===== config.mk =====
export PLATFORM = sky130hd
export DESIGN_NAME = vga_line_filter
export DESIGN_NICKNAME = d
export VERILOG_FILES = /design/src/rtl/vga_pkg.sv /design/src/rtl/tap3_blur.sv /design/src/rtl/vga_line_filter.sv
export SDC_FILE = /design/constraint.sdc
export NUM_CORES = 1
export LEC_CHECK = 0
export ABC_AREA = 0
export BUFFER_PORTS_ARGS = -buffer_cell sky130_fd_sc_hd__buf_2
export CORE_ASPECT_RATIO = 1.1
export CORE_MARGIN = 2
export CORE_UTILIZATION = 40
export CTS_CLUSTER_DIAMETER = 120
export CTS_CLUSTER_SIZE = 25
export DETAILED_ROUTE_END_ITERATION = 10
export MAX_ROUTING_LAYER = met4
export SLEW_MARGIN = 20
export SYNTH_ARGS = -nofsm -noshare
export SYNTH_HDL_FRONTEND = slang
export SYNTH_SLANG_ARGS = --single-unit
export TNS_END_PERCENT = 50

===== constraint.sdc =====
create_clock -name clk -period 2.6 [get_ports clk]
set_input_delay 0.13 -clock clk [delete_from_list [all_inputs] [get_ports clk]]
set_output_delay 0.13 -clock clk [all_outputs]
set_load 0.05 [all_outputs]

===== src/rtl/vga_pkg.sv =====
// Shared definitions for the VGA output path: channel width, sync idle level,
// filter mode encodings and the RGB444 pixel type.
package vga_pkg;

   localparam int   CW            = 4;
   localparam logic SYNC_IDLE_LVL = 1'b1;

   localparam logic MODE_PASS = 1'b0;
   localparam logic MODE_BLUR = 1'b1;

   typedef struct packed {
      logic [CW-1:0] r;
      logic [CW-1:0] g;
      logic [CW-1:0] b;
   } rgb_t;

endpackage


===== src/rtl/tap3_blur.sv =====
// One colour channel of the [1 2 1]/4 horizontal kernel, round half-up.
// Purely combinational; edge replication is resolved by the caller.
module tap3_blur #(
   parameter int CW = 4
) (
   input  logic [CW-1:0] l,
   input  logic [CW-1:0] c,
   input  logic [CW-1:0] r,
   output logic [CW-1:0] y
);

   logic [CW+1:0] sum;

   // Worst case 4*max+2 still fits in CW+2 bits, so the shifted result never exceeds max.
   assign sum = {2'b00, l} + {1'b0, c, 1'b0} + {2'b00, r} + (CW+2)'(2);
   assign y   = CW'(sum >> 2);

endmodule


===== src/rtl/vga_line_filter.sv =====
// Per-line 3-tap horizontal smoothing in front of the VGA pins. Fixed 2-clock
// pipeline for pixels, DE and syncs; mode only changes at a vsync leading edge.
module vga_line_filter
   import vga_pkg::*;
#(
   parameter int   CW        = vga_pkg::CW,
   parameter logic SYNC_IDLE = SYNC_IDLE_LVL
) (
   input  logic          clk,
   input  logic          rst,
   input  logic          func,
   input  logic          de_in,
   input  logic          hsync_in,
   input  logic          vsync_in,
   input  logic [CW-1:0] r_in,
   input  logic [CW-1:0] g_in,
   input  logic [CW-1:0] b_in,
   output logic          de_out,
   output logic          hsync_out,
   output logic          vsync_out,
   output logic [CW-1:0] r_out,
   output logic [CW-1:0] g_out,
   output logic [CW-1:0] b_out
);

   // Channel index: 0 = red, 1 = green, 2 = blue.
   logic [2:0][CW-1:0] s0_px, s1_px, s2_px;
   logic [2:0][CW-1:0] left_px, right_px, blur_px, px_next;
   logic               s0_v, s1_v, s2_v;
   logic               hs0, hs1, vs0, vs1;
   logic               mode;
   logic               mode_armed;
   logic               vsync_start;

   assign vsync_start = (vsync_in != SYNC_IDLE) && (vs0 == SYNC_IDLE);

   for (genvar ch = 0; ch < 3; ch++) begin : g_ch
      tap3_blur #(.CW(CW)) u_blur (
         .l (left_px[ch]),
         .c (s1_px[ch]),
         .r (right_px[ch]),
         .y (blur_px[ch])
      );
   end

   // Neighbours outside the current line are replaced by the centre pixel.
   always_comb begin
      left_px  = s2_v ? s2_px : s1_px;
      right_px = s0_v ? s0_px : s1_px;
      px_next  = '0;
      if (s1_v) begin
         px_next = (mode == MODE_BLUR) ? blur_px : s1_px;
      end
   end

   always_ff @(posedge clk) begin
      if (rst) begin
         s0_px      <= '0;
         s1_px      <= '0;
         s2_px      <= '0;
         s0_v       <= 1'b0;
         s1_v       <= 1'b0;
         s2_v       <= 1'b0;
         hs0        <= SYNC_IDLE;
         hs1        <= SYNC_IDLE;
         vs0        <= SYNC_IDLE;
         vs1        <= SYNC_IDLE;
         hsync_out  <= SYNC_IDLE;
         vsync_out  <= SYNC_IDLE;
         de_out     <= 1'b0;
         r_out      <= '0;
         g_out      <= '0;
         b_out      <= '0;
         mode       <= MODE_PASS;
         mode_armed <= 1'b1;
      end else begin
         s0_px      <= {b_in, g_in, r_in};
         s0_v       <= de_in;
         s1_px      <= s0_px;
         s1_v       <= s0_v;
         s2_px      <= s1_px;
         s2_v       <= s1_v;
         hs0        <= hsync_in;
         hs1        <= hs0;
         hsync_out  <= hs1;
         vs0        <= vsync_in;
         vs1        <= vs0;
         vsync_out  <= vs1;
         de_out     <= s1_v;
         r_out      <= px_next[0];
         g_out      <= px_next[1];
         b_out      <= px_next[2];
         // First cycle out of reset takes func directly; afterwards only a frame start does.
         if (mode_armed || vsync_start) begin
            mode <= func;
         end
         mode_armed <= 1'b0;
      end
   end

endmodule


==> results.json <==
{
  "rsz0062_at_grt": "yes",
  "postLayoutCoreUtil": 0.540,
  "setup_ws_ps": -41.3,
  "synth_most_common_cell": "dfxtp_1",
  "switching_share": 0.257,
  "power.internal_w": 0.00150,
  "peakVddDrop_mv": 0.254,
  "path_clk_slew_ps": 70,
  "syn_area_sq_um": 2640,
  "post_synth.cell_area_avg_sq_um": 10.7,
  "dpl.cell_count": 361,
  "status": "finished, violations left",
  "start_kind": "flop",
  "gp_congestion": 0.831,
  "drtPass1Iterations": 4,
  "hold_depth": 2,
  "ys_seq_area_frac": 0.448,
  "synth_cells": 247,
  "final-max-slew-violation-count": 0,
  "max_slew_margin": 0.668,
  "p_switching_w": 0.000520,
  "worstPathArrival_ps": 2860,
  "post-dp-hpwl_mm": 3.25,
  "r2r_cells": 9,
  "finalPower_w": 0.00202,
  "cp.required_ps": 2820,
  "clock_latency_ps": 330,
  "yosys-top-cells-count": "dfxtp_1 (59), nor2b_1 (32), inv_1 (18)",
  "power_frac_clock": 0.367,
  "synth_ff_type": "dfxtp_1",
  "synth_top_cell_by_area": "dfxtp_1",
  "worst_slew_pin_slew_ps": 498,
  "ios": 33,
  "layout.cells.non_filler": 402,
  "async_reset_ff_frac": 0,
  "die_w_um": 81.4,
  "drt_wl_total_mm": 5.23,
  "portBuffers": 32,
  "first_global_vias": 1748,
  "synthToLayoutAreaGrowth_pct": 32.6,
  "die-area_sq_um": 7260,
  "wire_per_inst_um": 13.0,
  "cts_made_buffers": 9,
  "finClkSkew_ps": 3.97,
  "core_area_sq_um": 6480,
  "vias": 1927,
  "crit_fanout": 4,
  "h-tree-depth": 3,
  "hold_violations": 0,
  "vias_per_cell": 4.79,
  "yosys_warnings": 0,
  "yosysUniqueCellTypes": 31,
  "clock_sinks": 59,
  "fmax_mhz": 379,
  "antenna_left": 0,
  "synth-seq-cells": 59,
  "die_h_um": 89.2,
  "root_buffer": "clkbuf_8",
  "violations": "negative setup slack",
  "cp-end-kind": "flop",
  "path_class": "flop to flop",
  "max-cap-violations": 0,
  "grt_use_total": 0.160,
  "seq_power_share": 0.471,
  "layout_min_cycle_time_ps": 2640,
  "cts_max_path_buffers": 2,
  "antenna_found_initial": 0,
  "antenna_cells": 0,
  "p_leak_nw": 1.54,
  "dr.first_iter.drc_count": 58,
  "drive_above_1_share": 0.347,
  "grt_start_max_net_pins": 47,
  "drc": 0,
  "cts_tree": "done",
  "num_rows": 31,
  "synth_edf_count": 0,
  "grt_pass1_wl_mm": 8.22,
  "fin_nets": 354,
  "powerDensity_nw_per_um2": 578,
  "period_share": 1.02,
  "yosys.area.top_type_share": 0.448,
  "syn_nets": 286,
  "hp-class": "primary input to flop",
  "grt.overflow.total": 0,
  "synth.top_cells.by_area": "dfxtp_1 (45%), nor2b_1 (7.6%), ha_1 (7.1%)",
  "setup_viol": 1,
  "p_comb_frac": 0.162,
  "start_util": 0.407,
  "fill_cells": 573
}
metal layers:
layer	global-route usage	wire length (um)
met1	0.193	2480
met3	0.0424	185
met5	-	0
met2	0.238	2420
met4	0.0940	144
logic make-up after synthesis:
group / Yosys count / share of synthesized area
AO/OA/AOI/OAI: 28 / 0.0987
adder cells (fa/ha/maj): 21 / 0.117
buffers and inverters: 32 / 0.0512
flip-flops: 59 / 0.448
multiplexers: 25 / 0.106
AND/OR/NAND/NOR: 82 / 0.179
critical path: stages, from the launching register on:
cell and delay [ps]:
dfxtp_4 360, buf_6 120, buf_6 100, mux2_4 290
fa_2 580, ha_4 220, and3_4 160, a221oi_4 290
nor4_2 60, a311o_1 340
area by class of cell:
type                       count  area [sq um]  share of cell area
clock inverter                 5          27.5             0.00787
inverter                      18          67.6              0.0193
clock buffer                  11           151              0.0433
tap                           82           103              0.0293
multi-input combinational    156          1440               0.412
sequential                    59          1190               0.339
timing repair buffer          71           522               0.149
through the flow:
stage	setup TNS, ps	hold WS (ps)	setup WS (ps)	cell area [sq um]
6_report	-41.3	17.0	-41.3	3500
4_1_cts	-0.765	3.31	-0.765	3390
3_5_place_dp	-71.1	315	-38.1	3050
5_1_grt	-287	22.4	-125	3500
2_1_floorplan	-52.1	158	-30.9	2760
3_3_place_gp	0	314	14.6	3050
cells in the final DEF, fill, tap and decap left out, drive strengths merged, types with 9 or more instances in the layout:
master,instances
clkbuf,11
nor2b,32
buf,58
mux2,15
inv,18
ha,15
mux2i,10
nand2,9
dlygate4sd3,13
dfxtp,59
power groups by stage:
stage          sequential [W]  combinational, W  clock, W
4_1_cts              0.000954          0.000304  0.000767
5_1_grt              0.000956          0.000360  0.000809
3_5_place_dp         0.000975          0.000282         0
2_1_floorplan        0.000978          0.000200         0
6_report             0.000953          0.000328  0.000741
3_3_place_gp         0.000974          0.000275         0
flip-flops by register name (all words and copies together) (netlist names), 4 cells and up:
register and cells:
s2_px 12, g_out 4, s0_px 12, r_out 4, b_out 4, s1_px 12
worst paths after layout:
check          start  endpoint  slack, ps
max             s2_v  g_out[2]        -40
min          r_in[3]  s0_px[3]         20
max reg2reg     s2_v  g_out[2]        -40
min reg2reg      hs0       hs1        410
repair_timing:
item / in CTS / in global routing
pin swaps: 3 / 10
endpoints found under the setup margin: 3 / 4
hold endpoints to repair: 13 / 0
resized for setup: 0 / 12
buffers inserted: 4 / 8
hold buffers: 13 / 0
No activity file was read; power rests on OpenSTA's default activity.
